[src/rtl/sequence_playback_scheduler_pkg.sv]
// Shared definitions for the sequence playback scheduler: sizes, state
// encoding and the speed-to-flash-window rule.
package sequence_playback_scheduler_pkg;

  localparam int unsigned MAX_LEN = 32;
  localparam int unsigned ADDR_W  = $clog2(MAX_LEN);
  localparam int unsigned LEN_W   = 6;
  localparam int unsigned DIGIT_W = 4;

  typedef enum logic [2:0] {
    ST_IDLE,
    ST_FETCH,
    ST_LOAD,
    ST_FLASH,
    ST_GAP,
    ST_DONE
  } state_t;

  // Slowest speed (0) gives the longest window: four flash units.
  function automatic int unsigned flash_window(input int unsigned flash_unit,
                                               input logic [1:0]  spd);
    return flash_unit * (32'd4 - 32'(spd));
  endfunction

endpackage

[src/rtl/sequence_playback_scheduler_if.sv]
// Bundle of controller, timebase, sequence RAM and display signals around the
// playback scheduler. The scheduler uses the slave modport.
interface sequence_playback_scheduler_if;
  import sequence_playback_scheduler_pkg::*;

  logic               start;
  logic               abort;
  logic [LEN_W-1:0]   seqLength;
  logic [1:0]         speedSel;
  logic               tick;
  logic [ADDR_W-1:0]  ramAddr;
  logic               ramReadEn;
  logic [DIGIT_W-1:0] ramData;
  logic [DIGIT_W-1:0] numToFlash;
  logic               noNumToFlash;
  logic               busy;
  logic               done;

  modport master (
    output start, abort, seqLength, speedSel, tick, ramData,
    input  ramAddr, ramReadEn, numToFlash, noNumToFlash, busy, done
  );

  modport slave (
    input  start, abort, seqLength, speedSel, tick, ramData,
    output ramAddr, ramReadEn, numToFlash, noNumToFlash, busy, done
  );

endinterface

[src/rtl/sequence_playback_scheduler_tick_window_counter.sv]
// Counts timebase ticks inside a window and flags the tick that reaches the
// target. Shared by the flash and gap windows.
module sequence_playback_scheduler_tick_window_counter #(
  parameter int unsigned CNT_W = 5
) (
  input  logic             clk,
  input  logic             rst,
  input  logic             clear,
  input  logic             enable,
  input  logic             tick,
  input  logic [CNT_W-1:0] target,
  output logic             expire
);

  logic [CNT_W-1:0] count;

  assign expire = enable && tick && ((count + CNT_W'(1)) == target);

  // NOTE: sequential state uses non-blocking assignments so every register
  // samples pre-edge values regardless of block ordering.
  always_ff @(posedge clk) begin
    if (!rst) begin
      count <= '0;
    end else if (clear || expire) begin
      count <= '0;
    end else if (enable && tick && (count != '1)) begin
      count <= count + CNT_W'(1);
    end
  end

endmodule

[src/rtl/sequence_playback_scheduler.sv]
// Plays the stored digit sequence for one round: fetch each digit, show it for
// a speed-dependent number of ticks, blank for a fixed gap, then pulse done.
module sequence_playback_scheduler
  import sequence_playback_scheduler_pkg::*;
#(
  parameter int unsigned FLASH_UNIT = 4,
  parameter int unsigned GAP_TICKS  = 2
) (
  input logic                          clk,
  input logic                          rst,
  sequence_playback_scheduler_if.slave bus
);

  localparam int unsigned CNT_MAX = (4 * FLASH_UNIT > GAP_TICKS) ? 4 * FLASH_UNIT : GAP_TICKS;
  localparam int unsigned CNT_W   = $clog2(CNT_MAX + 1);

  state_t             state;
  state_t             state_next;
  logic [ADDR_W-1:0]  index;
  logic [LEN_W-1:0]   len;
  logic [1:0]         spd;
  logic [DIGIT_W-1:0] num_q;
  logic               blank_q;
  logic               busy_q;
  logic               done_q;

  logic [LEN_W-1:0]   len_clamped;
  logic [CNT_W-1:0]   target;
  logic               accept;
  logic               abort_run;
  logic               last_digit;
  logic               cnt_clear;
  logic               cnt_enable;
  logic               expire;

  assign len_clamped = (bus.seqLength > LEN_W'(MAX_LEN)) ? LEN_W'(MAX_LEN) : bus.seqLength;
  assign accept      = (state == ST_IDLE) && bus.start && !bus.abort;
  assign abort_run   = (state != ST_IDLE) && bus.abort;
  // len is 6 bits so a full 32-digit sequence ends at index 31.
  assign last_digit  = ({1'b0, index} == (len - LEN_W'(1)));
  assign target      = (state == ST_GAP) ? CNT_W'(GAP_TICKS)
                                         : CNT_W'(flash_window(FLASH_UNIT, spd));

  sequence_playback_scheduler_tick_window_counter #(
    .CNT_W (CNT_W)
  ) u_window (
    .clk    (clk),
    .rst    (rst),
    .clear  (cnt_clear),
    .enable (cnt_enable),
    .tick   (bus.tick),
    .target (target),
    .expire (expire)
  );

  always_ff @(posedge clk) begin
    if (!rst) state <= ST_IDLE;
    else      state <= state_next;
  end

  // NOTE: every output of this block gets a default before the case so no
  // path leaves a signal unassigned and no latch is inferred.
  always_comb begin
    state_next = state;
    cnt_clear  = 1'b0;
    cnt_enable = 1'b0;
    case (state)
      ST_IDLE:  if (accept) state_next = (len_clamped == '0) ? ST_DONE : ST_FETCH;
      ST_FETCH: state_next = ST_LOAD;
      ST_LOAD: begin
        cnt_clear  = 1'b1;
        state_next = ST_FLASH;
      end
      ST_FLASH: begin
        cnt_enable = 1'b1;
        if (expire) state_next = ST_GAP;
      end
      ST_GAP: begin
        cnt_enable = 1'b1;
        if (expire) state_next = last_digit ? ST_DONE : ST_FETCH;
      end
      ST_DONE:  state_next = ST_IDLE;
      default:  state_next = ST_IDLE;
    endcase
    if (abort_run) begin
      state_next = ST_IDLE;
      cnt_clear  = 1'b1;
      cnt_enable = 1'b0;
    end
  end

  always_ff @(posedge clk) begin
    if (!rst) begin
      index   <= '0;
      len     <= '0;
      spd     <= '0;
      num_q   <= '0;
      blank_q <= 1'b1;
      busy_q  <= 1'b0;
      done_q  <= 1'b0;
    end else begin
      done_q <= 1'b0;
      if (abort_run) begin
        index   <= '0;
        blank_q <= 1'b1;
        busy_q  <= 1'b0;
      end else begin
        case (state)
          ST_IDLE: if (accept) begin
            len    <= len_clamped;
            spd    <= bus.speedSel;
            index  <= '0;
            busy_q <= 1'b1;
          end
          ST_LOAD: begin
            num_q   <= bus.ramData;
            blank_q <= 1'b0;
          end
          ST_FLASH: if (expire) blank_q <= 1'b1;
          ST_GAP:   if (expire && !last_digit) index <= index + ADDR_W'(1);
          ST_DONE: begin
            done_q <= 1'b1;
            busy_q <= 1'b0;
          end
          default: ;
        endcase
      end
    end
  end

  assign bus.ramAddr      = index;
  assign bus.ramReadEn    = (state == ST_FETCH);
  assign bus.numToFlash   = num_q;
  assign bus.noNumToFlash = blank_q;
  assign bus.busy         = busy_q;
  assign bus.done         = done_q;

endmodule
[src/flat_wrapper.sv]
// flat-port wrapper written by rule: the top's interface ports become plain ports
module sequence_playback_scheduler_flat import sequence_playback_scheduler_pkg::*;
#(
  parameter int unsigned FLASH_UNIT = 4,
  parameter int unsigned GAP_TICKS  = 2
)
  (clk, rst, bus_start, bus_abort, bus_seqLength, bus_speedSel, bus_tick, bus_ramData, bus_ramAddr, bus_ramReadEn, bus_numToFlash, bus_noNumToFlash, bus_busy, bus_done);
  sequence_playback_scheduler_if bus_i ();
  input logic clk;
  input logic rst;
  input wire logic [$bits(bus_i.start)-1:0] bus_start;
  input wire logic [$bits(bus_i.abort)-1:0] bus_abort;
  input wire logic [$bits(bus_i.seqLength)-1:0] bus_seqLength;
  input wire logic [$bits(bus_i.speedSel)-1:0] bus_speedSel;
  input wire logic [$bits(bus_i.tick)-1:0] bus_tick;
  input wire logic [$bits(bus_i.ramData)-1:0] bus_ramData;
  output wire logic [$bits(bus_i.ramAddr)-1:0] bus_ramAddr;
  output wire logic [$bits(bus_i.ramReadEn)-1:0] bus_ramReadEn;
  output wire logic [$bits(bus_i.numToFlash)-1:0] bus_numToFlash;
  output wire logic [$bits(bus_i.noNumToFlash)-1:0] bus_noNumToFlash;
  output wire logic [$bits(bus_i.busy)-1:0] bus_busy;
  output wire logic [$bits(bus_i.done)-1:0] bus_done;
  assign bus_i.start = bus_start;
  assign bus_i.abort = bus_abort;
  assign bus_i.seqLength = bus_seqLength;
  assign bus_i.speedSel = bus_speedSel;
  assign bus_i.tick = bus_tick;
  assign bus_i.ramData = bus_ramData;
  assign bus_ramAddr = bus_i.ramAddr;
  assign bus_ramReadEn = bus_i.ramReadEn;
  assign bus_numToFlash = bus_i.numToFlash;
  assign bus_noNumToFlash = bus_i.noNumToFlash;
  assign bus_busy = bus_i.busy;
  assign bus_done = bus_i.done;
  sequence_playback_scheduler #(.FLASH_UNIT(FLASH_UNIT), .GAP_TICKS(GAP_TICKS)) u_core (.clk(clk), .rst(rst), .bus(bus_i));
endmodule
[config.mk]
export PLATFORM = sky130hd
export DESIGN_NAME = sequence_playback_scheduler_flat
export DESIGN_NICKNAME = d
export VERILOG_FILES = /design/src/rtl/sequence_playback_scheduler_pkg.sv /design/src/rtl/sequence_playback_scheduler_if.sv /design/src/rtl/sequence_playback_scheduler_tick_window_counter.sv /design/src/rtl/sequence_playback_scheduler.sv /design/src/flat_wrapper.sv
export SDC_FILE = /design/constraint.sdc
export NUM_CORES = 1
export LEC_CHECK = 0
export ABC_AREA = 1
export ABC_CLOCK_PERIOD_IN_PS = 2000
export CORE_ASPECT_RATIO = 1.75
export CORE_MARGIN = 5
export CORE_UTILIZATION = 40
export CTS_CLUSTER_DIAMETER = 40
export DETAILED_ROUTE_END_ITERATION = 8
export PLACE_DENSITY = 0.75
export RECOVER_POWER = 50
export SYNTH_ARGS = -nofsm -noshare
export SYNTH_HDL_FRONTEND = slang
export SYNTH_SLANG_ARGS = --single-unit
[constraint.sdc]
create_clock -name clk -period 2 [get_ports clk]
set_input_delay 0.2 -clock clk [delete_from_list [all_inputs] [get_ports clk]]
set_output_delay 0.2 -clock clk [all_outputs]
set_load 0.01 [all_outputs]
==> reports/results.tsv <==
metric	value	unit
Die W	59.2	um
CP Depth	11	
Worst Path Max Fanout	6	
via-per-instance ratio	5.04	
Post-synth EDFFs	0	
Final GP Congestion	0.860	
final instance area	0.00217	mm^2
Rows	31	
worst hold path type	reg -> reg	
Tot GR Track Use	16.3	%
max-slew violations	0	
outcome	finished clean	
CTS tree	built	
setup_tns	0	ns
R2R Setup Slk	0.13	ns
Post-CTS Hold Buffers	0	
final setup violation count	0	
DRT met1 WL	1670	um
initial core utilization	41.2	%
core region area	0.00411	mm^2
met2 WL	2360	um
Top Layer Used	met4	
RSZ-0062 raised after global routing	false	
Yosys warnings	0	
grt total ovfl	0	
WS Path Type	reg -> reg	
Netlist cell types	26	
WL met3	130	um
initial antenna violation count	0	
Seq/Total Area, Yosys	33.1	%
Die ar.	0.00568	mm^2
IO buf count	29	
CP startpoint kind	register	
synthesized area	0.00169	mm^2
Post-synth ARST share	0	%
final critical-path required period	1.87	ns
Via Count	1768	
DRC Markers	0	
Crit. Startpoint	u_core.u_window.count[0]	
H-tree Lvls	1	
Worst-Skew Late Latency	0.27	ns
family with the most delay on the worst path	simple AND/OR/NAND/NOR gates	
Detail Route Antenna Nets	0	
IO Pins	30	
Final period util	93.3	%
post-synth top area share	33.1	%
final worst clock skew	0.00350	ns
ys flop type	dfxtp_1	
Worst setup endpoint	u_core.bus.ramAddr[0]	
synthesis-to-layout area growth	28.0	%
fin nets	325	
Fmax	536	MHz
Crit-path slowest cell	dfxtp_1	
Syn Nets	282	
LEAKAGE	0.970	nW
clock-pin slew on the worst setup and hold paths	0.09	ns
crit end category	register	
fraction of layout cells with a size suffix above 1	10.3	%
Filler cells	457	
critical path arrival	2.04	ns
worst slew pin tran	0.377	ns
register area	561	um^2
final setup margin	0.134	ns
n_diodes	0	
Power Dens Cells	1120	mW/mm^2
largest net degree at the start of global routing	16	
maximum VDD drop	0.865	mV
WHS	0.465	ns
Placed Area	0.00210	mm^2
mean post-synth cell area	6.51	um^2
slowest stage delay, CP	0.33	ns
multi-input logic area	0.00101	mm^2
WP data required	2.17	ns
Setup WS pre-CTS	0.150	ns
post-synth top area cell	dfxtp_1	
DRT Wirelength	4200	um
Worst Path Buf+Inv	0	
TritonRoute pass-1 iters	4	
Root Driver	clkbuf_8	
endpoints failing hold	0	
Slew HR	74.8	%
Synth area leaders	dfxtp_1, nand2_1, nand3_1	
die height	96.1	um
drt initial violations	73	
synth cell count leaders	nand2_1, inv_1, dfxtp_1, nand3_1, nor2_1	
Total Power	2.42	mW
vias in the first global route	1743	
Mapped Cells	260	
number of synthesized register bits	28	
R2R cell count	11	
per-cell routed wire length	12.0	um
hpwl dp	3250	um
first-pass GRT wire length	7330	um
CTS sink cnt	28	
count leader, synth	nand2_1	
Critical Path, Cell by Cell	ha_1 -> nand2_1 -> nor2_1 -> ha_1 -> nand3b_1 -> nand2_1 -> nor2_4 -> nand3b_4 -> nand2_2 -> a21oi_1 -> nor2_1	
CTS buffer count	3	
# Max-Cap Violations	0	
r2r endpoint	u_core.bus.ramAddr[0]	
RR Startpoint	u_core.u_window.count[0]	
Clock Tree Buf Depth	2	
## cells by family after synthesis
kind of cell,Yosys count,synth area share (%)
and+or+nand+nor,158,44.7
xor gates and xnor gates,1,0.517
adders and majority gates,5,3.70
AOI/OAI and AO/OA,32,9.90
DFF,28,33.1
buffers and inverters,36,8.06
## registers in the layout (all words and copies together), names as in the netlist
signal	flops
u_core.bus.numToFlash	4
u_core.len	6
u_core.state	3
u_core.spd	2
u_core.u_window.count	5
u_core.bus.done	1
u_core.bus.ramAddr	5
u_core.bus.busy	1
u_core.bus.noNumToFlash	1
## through the flow
| step | std cells | utilization (%) |
|---|---|---|
| after floorplan | 260 | - |
| after global placement | 345 | 51.1 |
| after detailed placement | 345 | 51.1 |
| after CTS | 349 | 52.4 |
| after global routing | 351 | 52.7 |
| final | 351 | 52.7 |
## worst min-delay path: stages (launching register included)
cell	delay [ns]
dfxtp_1	0.31
inv_1	0.06
a21oi_1	0.06
## final cells by class
type,count,share of cell area (%)
multi-input cells,197,46.5
flip-flops and latches,28,25.9
repair buffers,38,16.2
inverters,35,6.06
well taps,49,2.83
clock buffers,4,2.54
## worst min path at each step
stage                                          end  cells after the start                startpoint
after global placement    u_core.bus.numToFlash[0]                      2  u_core.bus.numToFlash[0]
after floorplan                      u_core.spd[0]                      2                       rst
after detailed placement  u_core.bus.numToFlash[0]                      2  u_core.bus.numToFlash[0]
final                                u_core.spd[1]                      2             u_core.spd[1]
after global routing      u_core.bus.numToFlash[0]                      2  u_core.bus.numToFlash[0]
after CTS                 u_core.bus.numToFlash[3]                      2  u_core.bus.numToFlash[3]
## routing by layer
metal / vias up / global-route usage [%]
met5: - / 0
met4: 0 / 4.73
met3: 4 / 2.42
met2: 25 / 31.5
met1: 816 / 17.5
li1: 923 / -
## repair_timing
item | 4_1_cts | 5_1_grt
endpoints found under the setup margin | 0 | 3
setup buffers | 0 | 1
endpoints found under the hold margin | 0 | 0
resized for setup | 0 | 2
## placed cells by master (no fill, tap or decap), drive strengths merged, types with 2 or more instances in the layout
master	count
a21oi	23
buf	7
clkbuf	6
clkdlybuf4s50	17
clkinv	2
dfxtp	28
dlygate4sd3	12
ha	5
inv	33
nand2	85
nand3	30
nand3b	3
nand4	6
nor2	30
nor3	4
o21ai	6
## where the power goes
group	total, mW	leakage [nW]	internal [mW]	switching (mW)
sequential	0.836	0.228	0.674	0.162
combinational	1.24	0.713	0.509	0.732
clock	0.348	0.0288	0.176	0.172
(Power assumes the default switching activity.)
